File: config.mk
export PLATFORM = sky130hd
export DESIGN_NAME = decrypt_key_feeder
export DESIGN_NICKNAME = d
export VERILOG_FILES = /design/src/rtl/key_pkg.sv /design/src/rtl/key_schedule.sv /design/src/rtl/decrypt_key_feeder.sv
export SDC_FILE = /design/constraint.sdc
export NUM_CORES = 1
export LEC_CHECK = 0
export ABC_AREA = 1
export BUFFER_PORTS_ARGS = -buffer_cell sky130_fd_sc_hd__buf_2
export CAP_MARGIN = 10
export CORE_MARGIN = 8
export CORE_UTILIZATION = 61
export CTS_CLUSTER_SIZE = 24
export DETAILED_ROUTE_END_ITERATION = 7
export PLACE_DENSITY = 0.95
export SYNTH_ARGS = -nofsm -noshare
export SYNTH_HDL_FRONTEND = slang
export SYNTH_SLANG_ARGS = --single-unit
File: constraint.sdc
create_clock -name clk -period 4 [get_ports clk]
set_input_delay 0.2 -clock clk [delete_from_list [all_inputs] [get_ports clk]]
set_output_delay 0.2 -clock clk [all_outputs]
set_load 0.02 [all_outputs]
File: src/rtl/key_pkg.sv
// Shared widths, types and FSM encoding for the round-key feeder and its key schedule.
package key_pkg;

  localparam int unsigned ROUND_KEY_W    = 8;
  localparam int unsigned NUM_ROUND_KEYS = 4;
  localparam int unsigned KEY_W          = 32;
  localparam int unsigned IDX_W          = $clog2(NUM_ROUND_KEYS);

  typedef logic [ROUND_KEY_W-1:0] round_key_t;
  typedef round_key_t [NUM_ROUND_KEYS-1:0] rk_array_t;

  typedef enum logic [0:0] {
    IDLE = 1'b0,
    SEND = 1'b1
  } feeder_state_t;

  // Odd parity of the master key selects the direct byte split.
  function automatic logic key_parity(input logic [KEY_W-1:0] k);
    return ^k;
  endfunction

endpackage

File: src/rtl/key_schedule.sv
// Combinational key schedule: master key K -> round keys K0..K3.
// Ports:
//   key          in  master key
//   round_keys_c out K0..K3 (element i is Ki)
module key_schedule
  import key_pkg::*;
(
  input  logic [KEY_W-1:0] key,
  output rk_array_t        round_keys_c
);

  logic [KEY_W-1:0] sched_word;

  // Even parity: keep the top nibble, rotate the low 28 bits right by 4.
  always_comb begin
    sched_word = key;
    if (!key_parity(key)) begin
      sched_word = {key[31:28], key[3:0], key[27:4]};
    end
  end

  always_comb begin
    round_keys_c = '0;
    for (int i = 0; i < int'(NUM_ROUND_KEYS); i++) begin
      round_keys_c[i] = sched_word[i*ROUND_KEY_W +: ROUND_KEY_W];
    end
  end

endmodule

File: src/rtl/decrypt_key_feeder.sv
// Accepts one master key, expands it to four round keys and streams them
// one per handshake beat (K3..K0 when REVERSE, else K0..K3).
// Ports:
//   clk, rst                   clock, synchronous active-high reset
//   key_valid/key_ready/key    master key handshake
//   rk_valid/rk_ready/rk       round key stream
//   rk_idx, rk_last            index of presented key, final beat marker
//   flush                      abandon the current stream
//   busy                       a key is held (SEND)
module decrypt_key_feeder
  import key_pkg::*;
#(
  parameter bit REVERSE = 1'b1
) (
  input  logic                   clk,
  input  logic                   rst,
  input  logic                   key_valid,
  output logic                   key_ready,
  input  logic [KEY_W-1:0]       key,
  output logic                   rk_valid,
  input  logic                   rk_ready,
  output logic [ROUND_KEY_W-1:0] rk,
  output logic [IDX_W-1:0]       rk_idx,
  output logic                   rk_last,
  input  logic                   flush,
  output logic                   busy
);

  localparam logic [IDX_W-1:0] FIRST_IDX = REVERSE ? IDX_W'(NUM_ROUND_KEYS - 1) : '0;
  localparam logic [IDX_W-1:0] LAST_IDX  = REVERSE ? '0 : IDX_W'(NUM_ROUND_KEYS - 1);

  feeder_state_t    state_q, state_d;
  logic [IDX_W-1:0] idx_q, idx_d;
  rk_array_t        rk_buf_q, rk_buf_d;
  rk_array_t        round_keys_c;

  key_schedule u_key_schedule (
    .key          (key),
    .round_keys_c (round_keys_c)
  );

  // State, index and buffer registers.
  always_ff @(posedge clk) begin
    if (rst) begin
      state_q  <= IDLE;
      idx_q    <= '0;
      rk_buf_q <= '0;
    end else begin
      state_q  <= state_d;
      idx_q    <= idx_d;
      rk_buf_q <= rk_buf_d;
    end
  end

  // Next-state and output decode; all outputs are functions of the registers only.
  always_comb begin
    state_d   = state_q;
    idx_d     = idx_q;
    rk_buf_d  = rk_buf_q;
    key_ready = 1'b0;
    rk_valid  = 1'b0;
    busy      = 1'b0;
    rk        = '0;
    rk_idx    = '0;
    rk_last   = 1'b0;

    case (state_q)
      IDLE: begin
        key_ready = 1'b1;
        if (key_valid) begin
          state_d  = SEND;
          rk_buf_d = round_keys_c;
          idx_d    = FIRST_IDX;
        end
      end

      SEND: begin
        rk_valid = 1'b1;
        busy     = 1'b1;
        rk       = rk_buf_q[idx_q];
        rk_idx   = idx_q;
        rk_last  = (idx_q == LAST_IDX);
        // Flush wins over a simultaneous handshake: that beat is not consumed.
        if (flush) begin
          state_d  = IDLE;
          rk_buf_d = '0;
          idx_d    = '0;
        end else if (rk_ready) begin
          if (idx_q == LAST_IDX) begin
            state_d = IDLE;
            idx_d   = '0;
          end else if (REVERSE) begin
            idx_d = idx_q - IDX_W'(1);
          end else begin
            idx_d = idx_q + IDX_W'(1);
          end
        end
      end

      default: begin
        state_d = IDLE;
      end
    endcase
  end

endmodule

After elaboration in Yosys (flattened, before gate mapping). Cells that the tools add are included.

Add/sub/neg operators: 1. $lt $le $gt $ge: 1. Equality and inequality tests: 3. Mux-type cells: 21. Bitwise logic cells: 1. Reductions and logical operators: 4.

Operator list (number): 32-bit two-way mux (2); 32-bit case mux with 2 select lines (1); 32-bit parity (1); 28-bit two-way mux (1); 8-bit binary-select mux with 2-bit select (1); 8-bit two-way mux (2); 2-bit two-way mux (5); 1-bit two-way mux (7); 2-bit != test, second input constant (2); 2-bit case mux with 2 select lines (1); 2-bit AND reduction (2); 2-bit by 3-bit less-than comparator with 1-bit output, second input constant (1); 3-bit != test, second input constant (1); 2-bit logical NOT (1); 1-bit case mux with 2 select lines (1); 2-bit by 1-bit subtractor with 2-bit output, second input constant (1); 1-bit inverter (1).

Flip-flop bits (word level): 35. Bits of input ports: 37. Output and inout port bits: 14. Word-level logic and storage cells: 37.

Logic depth before layout (Yosys ltp). Gate-level depths: netlist (run 1).

Depth after elaboration: 5. Gate-level depth with buffers: 16. Gate-level depth less buffers: 15.

Cells and area by module. From an unflattened synthesis (run 1), not the netlist that was laid out.

Cells, all modules: 576. Area, all modules: 3125.5 um2.

By module, submodules not included: decrypt_key_feeder (times used 1, cells each 265, area an instance 1750.4 um2, sequential area each 700.7 um2); key_schedule (times used 1, cells each 311, area an instance 1375.1 um2, sequential area each 0.0 um2).

Worst setup path after synthesis (run 1). OpenSTA, ideal clock, no wires.

Path kind: flip-flop to output port. Start: register state_q. End: output port rk_last. Arrival time: 1.379 ns. Data required time: 3.800 ns. Setup slack: 2.421 ns. Stages on the path, launching flop included: 4. Buffers on the path: 1. Cells stage by stage: dfxtp_1 > inv_1 > clkbuf_1 > nor3_1.

Word-level cells in the longest chain between the ends: 1.

Ends and longest elaborated chain: start, declared (RTL line decrypt_key_feeder.sv:32) `feeder_state_t state_q, state_d;`; start signal, assigned (RTL line decrypt_key_feeder.sv:49) `state_q <= state_d;`; 1-bit two-way mux (RTL line decrypt_key_feeder.sv:67) `case (state_q)`; end, declared (RTL line decrypt_key_feeder.sv:24) `output logic rk_last,`.

Every way passes these cells.

Worst setup path after layout (run 1).
Start: register idx_q[1]. End: output port rk[3].

Word-level cells in the longest chain between the ends: 3.

Ends and longest elaborated chain: start, declared (RTL line decrypt_key_feeder.sv:33) `logic [IDX_W-1:0] idx_q, idx_d;`; start signal, assigned (RTL line decrypt_key_feeder.sv:50) `idx_q <= idx_d;`; 8-bit binary-select mux with 2-bit select (RTL line decrypt_key_feeder.sv:80) `rk = rk_buf_q[idx_q];`; 8-bit two-way mux (implied by the code) (RTL line decrypt_key_feeder.sv:80); 8-bit two-way mux (RTL line decrypt_key_feeder.sv:67); end, declared (RTL line decrypt_key_feeder.sv:22) `output logic [ROUND_KEY_W-1:0] rk,`.

Every way passes these cells. The select of a mux whose other input is x is not followed.

==> results of run 1 <==
Yosys cell counts:
cell and number:
xnor2_1 1, nor2_1 30, nor2_2 1, nor3_1 3
buf_4 2, nand3_1 38, buf_6 4, clkinv_1 1
nand2_2 13, a31oi_1 3, a22oi_1 5, dfxtp_1 35
nand3_2 22, a21oi_1 38, a21oi_2 2, buf_1 2
o21ai_0 10, nand2_1 227, inv_1 33, buf_2 2
buf_12 4, inv_2 17, clkbuf_1 8, nand2_4 3
final cells by class:
| cell class | instances | area share (%) |
|---|---|---|
| Multi-Input combinational cell | 396 | 58.6 |
| Sequential cell | 35 | 22.4 |
| Timing Repair Buffer | 50 | 7.99 |
| Inverter | 51 | 6.11 |
| Clock buffer | 6 | 2.64 |
| Tap cell | 54 | 2.16 |
| Clock inverter | 1 | 0.160 |
worst max-delay path by stage:
stage	start	to	cells after the start
3_3_place_gp	key[0]	rk_buf_q[25]	16
3_5_place_dp	key[0]	rk_buf_q[27]	16
5_1_grt	idx_q[1]	rk[0]	5
6_report	idx_q[1]	rk[3]	5
2_1_floorplan	state_q	rk_last	3
4_1_cts	idx_q[1]	rk[3]	5
stage by stage:
stage | cells | area (um2) | total power, uW
5_1_grt | 593 | 3130 | 1020
6_report | 593 | 3130 | 969
3_3_place_gp | 586 | 3040 | 703
2_1_floorplan | 504 | 2910 | 647
4_1_cts | 593 | 3130 | 968
3_5_place_dp | 586 | 3040 | 714
cells by family (layout without fill, tap and decap cells):
kind of cell    after synthesis  after routing  share of synthesized area [%]
simple gates                337            337                           51.9
buf+inv                      73            108                           13.0
compound gates               58             58                           10.8
flops                        35             35                           24.0
xor+xnor                      1              1                          0.301
routing by layer:
metal  up-vias  wire [um]  part of all wire, %  GRT usage [%]
met2       113       3580                   49           34.8
met1      1423       3140                   43           24.1
met3        25        419                  5.7           3.28
met4         0        238                  3.2           8.90
li1       1646          -                    -              -
met5         -          0                    0              0
state kept, by name, indices dropped and copies added (netlist names):
signal	flops
rk_buf_q	32
idx_q	2
state_q	1
power groups by stage:
stage	combinational [uW]	clock [uW]	sequential [uW]
floorplan	251	0	396
global placement	300	0	403
detailed placement	310	0	404
CTS	312	260	396
global route	355	269	400
finish	316	256	397
tightest hold or removal path, cell delays in order:
cell	delay, ns
buf_2	0.11
nand2_1	0.06
a21oi_1	0.06
==> results.cfg, run 1 <==
[critical_path]
slowest_stage = dfxtp_1
crit_arrival_ns = 2.05
r2r_start = state_q
critPathBufInv = 2
crit_chain = inv_1 -> nor2_1 -> nand2_1 -> a31oi_1 -> buf_2
critPathLaunchType = flip-flop
ff2ff_setup_slack_ns = 1.92
crit_type = reg -> out
reg2reg_to = rk_buf_q[1]
rr_worst_depth = 5
worstPathMaxFanout = 13
cpPeakStageDelay_ns = 0.57
cp-end-kind = primary output
required_ns = 3.80
cp_top_family = simple AND/OR/NAND/NOR gates

[synth]
synth_top_area_share_pct = 29.2
syn-cell-area_um2 = 2910
ys_types = 24
ys_seq_elements = 35
synth_area_per_cell_um2 = 5.78
syn_inst = 504
yosysTopAreaCell = nand2_1
syn_nets = 541
ys_seq_area_share_pct = 24.0
yosysWarnings = 0
synth_area_leaders = nand2_1 29%, dfxtp_1 24%, nand3_2 7.6%, a21oi_1 6.5%, nand3_1 6.5%

[power_and_ir_drop]
seq_power_share_pct = 41.0
p_per_area_nw_per_um2 = 309
leakagePower_uw = 0.00173
combPwrFrac_pct = 32.6
p_int_uw = 617
switchingPower_uw = 352
swShare_pct = 36.4
vdd_drop_max_v = 0.000179
p_clk_share_pct = 26.4

[sta]
hold_viol_final = 0
worstMarginPinSlew_ns = 0.937
relSlewSlack_pct = 37.5
fin_crit_ns = 2.25
rsz0062_at_grt = no
fmax_ghz = 0.444
fin_setup_tns_ns = 0
holdWs_ns = 0.190
finalSetupViolCount = 0
maxSlewViolCount = 0
setup_ws_ns = 1.75
period_share_pct = 56.3
skew_ns = 0.00603

[layout]
n_antenna_cell = 0
ff_latch_area_um2 = 701
mostFrequentLayoutCell = nand2_1
final_cell_mix = 227 x nand2_1, 50 x buf_2, 38 x a21oi_1, 38 x nand3_1, 35 x dfxtp_1
fin_nets = 576
final_core_util_pct = 67.2
layout-drive-gt1-share_pct = 21.3
syn_to_final_growth_pct = 7.47
fillerInstances = 408
multi_input_area_um2 = 1830

[floorplanning]
core_region_area_um2 = 4660
die_x_um = 85.1
rows = 25
io_pins = 51
start_util_pct = 62.5
die_y_um = 85.1
die_area_um2 = 7240

[drt]
drtPass1Iterations = 5
drtIter0Drc = 276
ant_nets = 0
detail_route.wl_per_cell_um = 12.4
drc_errors = 0
wirelength_um = 7370
via_per_inst = 5.41
via_count = 3207

[hold_path]
hold_depth = 3
hold_class = in -> reg
worstHoldEndpoint = rk_buf_q[29]
hp-start = key[29]

[cts]
clkTransAtPathRegs_ns = 0.07
ctsRootBufferMaster = clkbuf_8
clock_path_buffers = 2
numCtsBuffers = 5
cts_tree = done
post_cts_buffers = 0
post_cts_resized = 0
cts_max_level = 2
cts.sinks = 35
clock_latency_ns = 0.28
ctsHoldBuffers = 0

[global_routing]
grt_max_degree = 36
grt_pass1_wl_um = 12300
grt_overflow = 0
antenna_found_initial = 0
grt_usage_pct = 20.2
grt_pass1_vias = 2910

[run_status]
status = complete, no violations

[job]
cap_violations = 0

[placed_design]
portBuffers = 50
place.gp.congestion = 0.905
dp_slack_ns = 1.91
dpl.hpwl_um = 5650
Note: power is estimated with default switching activity, not from simulation.
==> inputs of run 2 (changes only) <==
CORE_UTILIZATION = 51   (was 61)
PLACE_DENSITY = 0.86   (was 0.95)
clock period = 1.8 ns   (was 4 ns; I/O delays follow)
==> results.cfg, run 2 (synthesized netlist as in run 1, its figures left out) <==
[drt]
wirelength_um = 7470
detail_route.wl_per_cell_um = 12.1
drtPass1Iterations = 5
via_per_inst = 5.21
ant_nets = 0
via_count = 3233
drc_errors = 0
drtIter0Drc = 275

[sta]
fin_setup_tns_ns = 0
fin_crit_ns = 1.70
fmax_ghz = 0.590
relSlewSlack_pct = 57.9
skew_ns = 0.00271
maxSlewViolCount = 0
worstMarginPinSlew_ns = 0.632
finalSetupViolCount = 0
period_share_pct = 94.2
rsz0062_at_grt = no
hold_viol_final = 0

[floorplanning]
io_pins = 51
start_util_pct = 52.9
rows = 27
die_x_um = 91.6
die_y_um = 91.6
die_area_um2 = 8390
core_region_area_um2 = 5510

[power_and_ir_drop]
leakagePower_uw = 0.00179
vdd_drop_max_v = 0.000511
total_power_uw = 2240
p_per_area_nw_per_um2 = 686

[global_routing]
grt_pass1_wl_um = 12400
grt_overflow = 0
antenna_found_initial = 0
use_met3_pct = 3.21
met1_usage_pct = 20.2
grt_max_degree = 36
grt-busiest-layer = met2
grt_pass1_vias = 2910
grt_usage_pct = 17.2
met2_usage_pct = 30.7

[cts]
cts_max_level = 2
ctsRootBufferMaster = clkbuf_8
cts_tree = done
cts.sinks = 35
ctsHoldBuffers = 0
clock_path_buffers = 2
numCtsBuffers = 5
clkTransAtPathRegs_ns = 0.07
clock_latency_ns = 0.28

[critical_path]
cp-end-kind = primary output
crit_arrival_ns = 1.61
cpPeakStageDelay_ns = 0.39
critPathBufInv = 2
worstPathMaxFanout = 14
cp_top_family = compound AO/OA/AOI/OAI gates
crit_type = reg -> out
required_ns = 1.71
crit_chain = nand2_1 -> clkinv_1 -> a22oi_1 -> a21oi_1 -> buf_2
critPathLaunchType = flip-flop
slowest_stage = dfxtp_2

[hold_path]
hold_class = in -> reg

[placed_design]
portBuffers = 50
place.gp.congestion = 0.844
placed_cells = 610
dpl.hpwl_um = 5700

[layout]
largest_reg_flops = 32
syn_to_final_growth_pct = 11.9
top_register = rk_buf_q
fin_nets = 584
instances_no_fill = 620
fillerInstances = 516
top_regs = rk_buf_q (32), idx_q (2), state_q (1)
mostFrequentLayoutCell = nand2_1
layout-drive-gt1-share_pct = 22.8
n_antenna_cell = 0
final_cell_mix = 227 x nand2_1, 50 x buf_2, 38 x a21oi_1, 38 x nand3_1, 34 x dfxtp_1

[run_status]
status = complete, no violations

[job]
cap_violations = 0
run 2: changes by cell type in the layout (fill, tap and decap cells not counted):
cell        before  now
clkinvlp_4       0    1
clkbuf_8         6    7
buf_4            0    5
clkinv_2         1    0
dfxtp_2          0    1
dfxtp_1         35   34
inv_1           33   32
buf_6            0    1
buf_12           0    2
clkbuf_1         0    1
run 2: repair_timing:
| action | CTS | global route |
|---|---|---|
| endpoints found under the setup margin | 0 | 14 |
| buffers inserted | 0 | 2 |
| gates resized for setup | 0 | 3 |
run 2: layout make-up:
cell class              count  area (um2)  area share (%)
multi-input cells         396        1830            56.3
well taps                  72        90.1            2.76
inverters                  51         195            5.99
flip-flops and latches     35         702            21.5
repair buffers             58         339            10.4
clock buffers               8         100            3.07
run 2: worst paths after layout:
kind	to	cells past startpoint	slack, ns	startpoint
setup reg to reg	rk_buf_q[15]	7	0.23	state_q
setup / recovery	rk[2]	5	0.10	idx_q[0]
hold / removal	rk_buf_q[29]	3	0.08	key[29]
hold reg to reg	rk_buf_q[12]	2	0.46	rk_buf_q[12]
run 2: worst reg2reg max path, stage by stage (launching register included):
cell and delay, ns:
dfxtp_1 0.49, clkinvlp_4 0.20, nand2_1 0.14, o21ai_0 0.10
inv_1 0.08, buf_6 0.23, nand2_1 0.09, a21oi_1 0.16
run 2: stage by stage:
stage | hold slack, ns | setup WS (ns) | instance area, um2 | utilization [%]
3_5_place_dp | 0.373 | 0.173 | 3140 | 57.0
6_report | 0.0769 | 0.105 | 3260 | 59.2
4_1_cts | 0.0738 | 0.0353 | 3240 | 58.8
2_1_floorplan | 0.237 | 0.331 | 2910 | -
3_3_place_gp | 0.370 | 0.227 | 3140 | 57.0
5_1_grt | 0.0763 | 0.00645 | 3260 | 59.2
run 2: layer usage:
layer	routed length [um]	up-vias	part of all wire [%]
met2	3710	110	50
met4	162	0	2.2
met3	421	15	5.6
met5	0	-	0
li1	-	1664	-
met1	3180	1444	43
run 2: where the power goes:
group,switching (uW),internal (uW),total (uW)
sequential,45.8,835,881
clock,277,349,627
combinational,468,260,728
total,791,1440,2240
==> inputs of run 3 (changes only) <==
CTS_BUF_LIST = sky130_fd_sc_hd__clkbuf_4 sky130_fd_sc_hd__clkbuf_8 sky130_fd_sc_hd__clkbuf_16   (was unset)
==> results.cfg, run 3 (synthesized netlist as in run 1, its figures left out) <==
[power_and_ir_drop]
p_per_area_nw_per_um2 = 690
leakagePower_uw = 0.00179
vdd_drop_max_v = 0.000513

[sta]
worstMarginPinSlew_ns = 0.632
rsz0062_at_grt = no
fin_crit_ns = 1.70
finalSetupViolCount = 0
fmax_ghz = 0.590
skew_ns = 0.00256
relSlewSlack_pct = 57.8
hold_viol_final = 0
fin_setup_tns_ns = 0
setup_ws_ns = 0.104
maxSlewViolCount = 0
period_share_pct = 94.2

[critical_path]
slowest_stage = dfxtp_2
ff2ff_setup_slack_ns = 0.23
critPathBufInv = 2
cp_top_family = compound AO/OA/AOI/OAI gates
cp-end-kind = primary output
crit_chain = nand2_1 -> clkinv_1 -> a22oi_1 -> a21oi_1 -> buf_2
crit_type = reg -> out
critPathLaunchType = flip-flop
reg2reg_to = rk_buf_q[15]
required_ns = 1.71
crit_arrival_ns = 1.61
rr_worst_depth = 7
cpPeakStageDelay_ns = 0.39
r2r_start = state_q
worstPathMaxFanout = 14
cp-startpoint = idx_q[0]
cp.depth = 5

[layout]
mostFrequentLayoutCell = nand2_1
top_regs = rk_buf_q (32), idx_q (2), state_q (1)
fin_nets = 584
fillerInstances = 514
n_antenna_cell = 0
final_cell_mix = 227 x nand2_1, 50 x buf_2, 38 x a21oi_1, 38 x nand3_1, 34 x dfxtp_1
final_core_util_pct = 59.3
largest_reg_flops = 32
syn_to_final_growth_pct = 12.0
instances_no_fill = 620
layout-drive-gt1-share_pct = 23.0
top_register = rk_buf_q

[global_routing]
grt_usage_pct = 17.2
grt_pass1_vias = 2910
grt_max_degree = 36
antenna_found_initial = 0
grt_overflow = 0
grt_pass1_wl_um = 12400

[drt]
wl_met1_um = 3190
dr_wl_met3_um = 419
via_per_inst = 5.20
drtPass1Iterations = 5
ant_nets = 0
drtIter0Drc = 275
detail_route.wl_per_cell_um = 12.1
routed.top_layer = met4
wl_met2_um = 3710
via_count = 3227
drc_errors = 0
wirelength_um = 7480

[cts]
numCtsBuffers = 5
cts.sinks = 35
ctsHoldBuffers = 0
cts_max_level = 2
cts_tree = done
ctsRootBufferMaster = clkbuf_8
clkTransAtPathRegs_ns = 0.07
clock_latency_ns = 0.28
clock_path_buffers = 2

[floorplanning]
io_pins = 51
core_region_area_um2 = 5510
die_y_um = 91.6
start_util_pct = 52.9
die_area_um2 = 8390
die_x_um = 91.6
rows = 27

[placed_design]
placed_cells = 610
dpl.hpwl_um = 5700
portBuffers = 50
place.gp.congestion = 0.844
dp_slack_ns = 0.173

[hold_path]
hold_class = in -> reg
hp-start = key[29]
hold_depth = 3
worstHoldEndpoint = rk_buf_q[29]

[job]
cap_violations = 0

[run_status]
status = complete, no violations
run 3: timing repair:
item | in CTS | in global routing
hold endpoints to repair | 0 | 0
gates resized for setup | 0 | 3
endpoints found under the setup margin | 0 | 14
buffers inserted | 0 | 2
run 3: worst min-delay path: cells and delay by family:
kind	cells	cell delay (ns)
buffers and inverters	1	0.11
AOI/OAI and AO/OA	1	0.05
and+or+nand+nor	1	0.06
run 3: through the flow:
step | instance area, um2 | hold WS (ns) | total power [uW]
6_report | 3260 | 0.0762 | 2250
4_1_cts | 3240 | 0.0736 | 2240
5_1_grt | 3260 | 0.0763 | 2380
2_1_floorplan | 2910 | 0.237 | 1440
3_5_place_dp | 3140 | 0.373 | 1610
3_3_place_gp | 3140 | 0.370 | 1590
run 3: how the worst max path moves through the flow:
stage | endpoint | slack, ns
global placement | rk_buf_q[6] | 0.23
finish | rk[2] | 0.10
floorplan | rk_last | 0.33
global route | rk[2] | 0.006
detailed placement | rk_buf_q[26] | 0.17
CTS | rk[2] | 0.04
run 3: cell type report:
cell class | count | area, um2 | area share [%]
sequential | 35 | 702 | 21.5
clock buffer | 8 | 104 | 3.18
timing repair buffer | 58 | 339 | 10.4
tap | 72 | 90.1 | 2.76
multi-input combinational | 396 | 1830 | 56.2
inverter | 51 | 195 | 5.98
run 3: routing by layer:
| metal | GRT usage [%] | vias up |
|---|---|---|
| li1 | - | 1664 |
| met3 | 3.21 | 15 |
| met5 | 0 | - |
| met2 | 30.7 | 108 |
| met1 | 20.2 | 1440 |
| met4 | 5.46 | 0 |
run 3: where the power goes:
group | total [uW] | internal (uW) | switching (uW)
registers | 881 | 835 | 45.8
clock network | 643 | 364 | 278
logic | 728 | 260 | 468
total | 2250 | 1460 | 792
